`config.mk`:
```
export PLATFORM = sky130hd
export DESIGN_NAME = fifo_reader
export DESIGN_NICKNAME = d
export VERILOG_FILES = /design/src/rtl/fifo_reader.sv
export SDC_FILE = /design/constraint.sdc
export NUM_CORES = 1
export LEC_CHECK = 0
export ABC_AREA = 1
export CAP_MARGIN = 20
export CORE_MARGIN = 2
export CORE_UTILIZATION = 40
export DETAILED_ROUTE_END_ITERATION = 8
export GPL_TIMING_DRIVEN = 0
export HOLD_SLACK_MARGIN = 0.08
export PLACE_DENSITY = 0.72
export SKIP_CTS_REPAIR_TIMING = 1
export SYNTH_ARGS = -nofsm -noshare
export SYNTH_HDL_FRONTEND = slang
export SYNTH_SLANG_ARGS = --single-unit
```
`constraint.sdc`:
```
create_clock -name clk -period 4.4 [get_ports clk]
set_input_delay 0.44 -clock clk [delete_from_list [all_inputs] [get_ports clk]]
set_output_delay 0.44 -clock clk [all_outputs]
set_load 0.1 [all_outputs]
```
`src/rtl/fifo_reader.sv`:
```
// ---------------------------------------------------------------------------
// fifo_reader
//
// Drain engine for the consumer side of an 8-bit synchronous FIFO. It watches
// buf_empty and issues single-cycle rd_en pulses. The word the FIFO presents on
// buf_out one cycle later is captured into a 2-entry output buffer. That buffer
// is offered downstream over a valid/ready handshake, in FIFO order.
//
// Ports:
//   clk         single clock, all logic on posedge
//   rst         asynchronous active-high reset
//   drain_en    1 = allowed to issue new FIFO reads
//   buf_out     FIFO read data (valid the cycle after an accepted rd_en)
//   buf_empty   FIFO empty flag
//   rd_en       FIFO pop request (combinational)
//   data_out    word at the head of the output buffer
//   valid_out   data_out holds a word
//   ready_in    downstream accepts data_out this cycle
//   words_read  number of words delivered downstream (wraps)
//
// Build option:
//   FIFO_READER_COUNT_EN  when defined, words_read is a real wrapping counter
//                         of delivered words; otherwise it is tied to zero and
//                         no counter flops exist.
// ---------------------------------------------------------------------------
module fifo_reader #(
    parameter int DATA_WIDTH = 8,
    parameter int CNT_WIDTH  = 16
) (
    input  logic                  clk,
    input  logic                  rst,
    input  logic                  drain_en,
    input  logic [DATA_WIDTH-1:0] buf_out,
    input  logic                  buf_empty,
    output logic                  rd_en,
    output logic [DATA_WIDTH-1:0] data_out,
    output logic                  valid_out,
    input  logic                  ready_in,
    output logic [CNT_WIDTH-1:0]  words_read
);

    logic [1:0]            occ;
    logic                  inflight;
    logic                  head;
    logic                  tail;
    logic [DATA_WIDTH-1:0] mem [2];
    logic                  pop;
    logic [2:0]            pending;

    assign valid_out = (occ != 2'd0);
    assign data_out  = mem[head];
    assign pop       = valid_out & ready_in;

    // Words already committed to the buffer (stored or in flight) once this
    // cycle's pop is accounted for. A new read is only safe while that stays
    // below the buffer depth, so a capture can never land in a full buffer.
    // This makes rd_en depend combinationally on ready_in.
    assign pending = {1'b0, occ} + {2'b00, inflight} - {2'b00, pop};
    assign rd_en   = drain_en & ~buf_empty & (pending < 3'd2);

    // Buffer state: the in-flight word is written at the tail the cycle after
    // rd_en, the head is released on a downstream pop, and both may happen in
    // the same cycle. Clearing the storage on reset also makes data_out 0.
    always_ff @(posedge clk or posedge rst) begin
        if (rst) begin
            occ      <= 2'd0;
            inflight <= 1'b0;
            head     <= 1'b0;
            tail     <= 1'b0;
            mem[0]   <= '0;
            mem[1]   <= '0;
        end else begin
            inflight <= rd_en;
            if (inflight) begin
                mem[tail] <= buf_out;
                tail      <= ~tail;
            end
            if (pop) begin
                head <= ~head;
            end
            case ({inflight, pop})
                2'b10:   occ <= occ + 2'd1;
                2'b01:   occ <= occ - 2'd1;
                default: occ <= occ;
            endcase
        end
    end

`ifdef FIFO_READER_COUNT_EN
    logic [CNT_WIDTH-1:0] count_q;

    // Delivered-word counter, wraps naturally at 2^CNT_WIDTH.
    always_ff @(posedge clk or posedge rst) begin
        if (rst) begin
            count_q <= '0;
        end else if (pop) begin
            count_q <= count_q + CNT_WIDTH'(1);
        end
    end

    assign words_read = count_q;
`else
    assign words_read = '0;
`endif

endmodule

```
==> results_dict.tcl, run 1 <==
set metrics [dict create \
    mapped_cells 137 \
    cts_made_buffers 3 \
    routed_wirelength_um 1994 \
    final_antenna_net_count 0 \
    via_count 887 \
    insertion_delay_ns 0.30 \
    drv.max_cap_violation_count 0 \
    worstSetupPathType "reg -> out" \
    yosysSeqAreaShare_pct 45.55 \
    cp_data_required_time_ns 3.96 \
    grt_antenna_before_repair 0 \
    routabilityCongestion 0.7375 \
    layout-drive-gt1-share_pct 17.98 \
    n_fill_cell 272 \
    layout.core_utilization_pct 54.22 \
    cp_max_fo 4 \
    clkSlewWorstSetupHoldPaths_ns 0.11 \
    layout_commonest_cell "sky130_fd_sc_hd__nand2_1" \
    ioPinCount 39 \
    detailed_route_vias_per_instance 4.244 \
    timing.final.crit_share_pct 87.23 \
    h_tree_lvls 1 \
    startpoint_type "register" \
    setup_repair_after_global_routing_missed_its_margin "no" \
    final_cell_mix "sky130_fd_sc_hd__nand2_1, sky130_fd_sc_hd__clkdlybuf4s50_1, sky130_fd_sc_hd__dfrtp_1" \
    synth_warnings 0 \
    cts_root_buf "sky130_fd_sc_hd__clkbuf_4" \
    clock_sink_count 21 \
    initial_core_util_pct 41.83 \
    drc 0 \
    r2r-start "occ[1]" \
    post_drt_wl_per_cell_um 9.541 \
    setup.worst_path.end_class "output port" \
    synth.cell_area_um2 1154 \
    core.rowCount 19 \
    fin_worst_hold_slack_ns 0.4931 \
    setup-tns-final_ns 0 \
    worst-endpoint-arrival_ns 3.40 \
    slew_headroom_pct 34.36 \
    tritoncts "built" \
    setup_viol_count_final 0 \
    first_pass_grt_wire_length_um 3477 \
    timing.final.hold_violations 0 \
    die_width_um 57.71 \
    synth_seq_cells 21 \
    critPathLaunch "occ[1]" \
    drv_slew 0 \
    max_clock_freq_mhz 260.5 \
    global_route.overflow_total 0 \
    post-place-ws_ns 0.6091 \
    core_um2 2758 \
    chipHeight_um 57.71 \
    final_critical_path_setup_slack_ns 0.5619 \
    syn_to_final_growth_pct 29.61 \
    hold_startpoint "mem[14]" \
    maximum_number_of_pins_on_one_net_before_global_route_repair 22 \
    post_synth.cell_area_avg_um2 8.420 \
    final_period_minus_worst_setup_slack_ns 3.838 \
    dp_hpwl_um 1516 \
    drt_first_pass_iters 4 \
    status "complete, no violations" \
    yosys_cell_types 23 \
    min-delay-path-class "reg -> reg" \
    via_count_of_the_first_global_routing_pass 815 \
    dieArea_um2 3330 \
    grt_use_total_pct 13.36 \
    antennaDiodeCount 0 \
    timing.clock.skew_ns 0.005340 \
    clock_tree.buffer_depth 2 \
    place.port_buffers 22 \
    transition_time_at_the_pin_with_the_least_slew_margin_ns 0.9815 \
    nets 195 \
    drtIter0Drc 22 \
]
[routing by layer]
metal | global-route usage (%) | wire [um] | vias to the layer above
met2 | 24.19 | 1020 | 30
met3 | 2.009 | 127 | 2
li1 | - | - | 465
met5 | 0 | 0 | -
met1 | 16.36 | 834 | 390
met4 | 3.987 | 11 | 0
[path summary, 6_finish.rpt]
path / end / slack, ns / cells after the start
min in group asynchronous: mem[0] / 0.56 / 2
max in group asynchronous: mem[1] / 3.35 / 2
worst max-delay path: rd_en / 0.56 / 11
worst min-delay path: mem[14] / 0.49 / 2
worst min register to register: mem[14] / 0.49 / 2
worst max register to register: inflight / 2.40 / 10
[registers in the layout (all words and copies together), names as in the netlist]
name and count:
head 1, inflight 1, mem 16, occ 2
tail 1
[cell type report]
class                   count  area [um2]  area share, %
inverters                  16       60.06          4.017
well taps                  31       38.79          2.594
clock buffers               4       26.28          1.757
multi-input cells          95       464.2          31.05
flip-flops and latches     21       525.5          35.15
repair buffers             22       220.2          14.73
plain buffers              20       160.2          10.71
[synthesized netlist by cell type]
| library cell | instances | area, um2 |
|---|---|---|
| sky130_fd_sc_hd__xor2_1 | 1 | 8.760 |
| sky130_fd_sc_hd__xnor2_1 | 1 | 8.760 |
| sky130_fd_sc_hd__buf_12 | 1 | 20.02 |
| sky130_fd_sc_hd__buf_2 | 1 | 5.000 |
| sky130_fd_sc_hd__inv_1 | 14 | 52.55 |
| sky130_fd_sc_hd__ha_1 | 2 | 25.02 |
| sky130_fd_sc_hd__conb_1 | 1 | 3.750 |
| sky130_fd_sc_hd__nand2_2 | 1 | 6.260 |
| sky130_fd_sc_hd__nand3b_1 | 1 | 7.510 |
| sky130_fd_sc_hd__clkinv_1 | 1 | 3.750 |
| sky130_fd_sc_hd__buf_4 | 16 | 120.1 |
| sky130_fd_sc_hd__dfrtp_1 | 21 | 525.5 |
| sky130_fd_sc_hd__o21ai_2 | 8 | 70.07 |
| sky130_fd_sc_hd__nand2_1 | 51 | 191.4 |
| sky130_fd_sc_hd__fa_1 | 1 | 20.02 |
| sky130_fd_sc_hd__buf_6 | 1 | 11.26 |
| sky130_fd_sc_hd__nand3_1 | 2 | 10.01 |
| sky130_fd_sc_hd__inv_2 | 1 | 3.750 |
| sky130_fd_sc_hd__clkbuf_1 | 1 | 3.750 |
| sky130_fd_sc_hd__nand4_1 | 1 | 6.260 |
| sky130_fd_sc_hd__o21ai_0 | 8 | 40.04 |
| sky130_fd_sc_hd__nor2_1 | 1 | 3.750 |
| sky130_fd_sc_hd__or2_1 | 1 | 6.260 |
[through the flow]
step / cell area (um2) / instances
6_report: 1495 / 209
3_3_place_gp: 1469 / 205
2_1_floorplan: 1210 / 152
3_5_place_dp: 1469 / 205
4_1_cts: 1495 / 209
5_1_grt: 1495 / 209
[cell families after synthesis]
family,count (synthesis),share of synthesized area [%]
AO/OA/AOI/OAI,16,9.545
XOR/XNOR,2,1.519
adder cells (fa/ha/maj),3,3.904
buffers and inverters,36,19.09
flip-flops,21,45.55
other,1,0.3251
AND/OR/NAND/NOR,58,20.07
[worst max-delay path, cell delays in order (launching register included)]
cell,delay (ns)
sky130_fd_sc_hd__dfrtp_1,0.45
sky130_fd_sc_hd__inv_1,0.09
sky130_fd_sc_hd__nand2_1,0.08
sky130_fd_sc_hd__nand2_1,0.10
sky130_fd_sc_hd__inv_1,0.06
sky130_fd_sc_hd__ha_1,0.30
sky130_fd_sc_hd__inv_1,0.10
sky130_fd_sc_hd__nand2_1,0.08
sky130_fd_sc_hd__fa_1,0.48
sky130_fd_sc_hd__nand3b_1,0.07
sky130_fd_sc_hd__nor2_1,0.13
sky130_fd_sc_hd__clkdlybuf4s50_1,1.16
Power of run 1 is not shown: default switching activity piles up to over one toggle a cycle in this logic, so the estimate is an artifact.
==> run 2, diff against run 1 <==
--- a/config.mk
+++ b/config.mk
@@ -6,6 +6,7 @@
 export NUM_CORES = 1
 export LEC_CHECK = 0
 export ABC_AREA = 1
+export ABC_CLOCK_PERIOD_IN_PS = 4400
 export CAP_MARGIN = 20
 export CORE_MARGIN = 2
 export CORE_UTILIZATION = 40
==> results of run 2 <==
Final layout, timing and power as in run 1 (identical DEF).
Power of run 2 is left out for the same reason.
==> run 3, diff against run 2 <==
--- a/config.mk
+++ b/config.mk
@@ -14,6 +14,7 @@
 export GPL_TIMING_DRIVEN = 0
 export HOLD_SLACK_MARGIN = 0.08
 export PLACE_DENSITY = 0.72
+export SETUP_SLACK_MARGIN = 0.2
 export SKIP_CTS_REPAIR_TIMING = 1
 export SYNTH_ARGS = -nofsm -noshare
 export SYNTH_HDL_FRONTEND = slang
==> results of run 3 <==
Final layout, timing and power as in run 1 (identical DEF).
Power of run 3 is left out for the same reason.
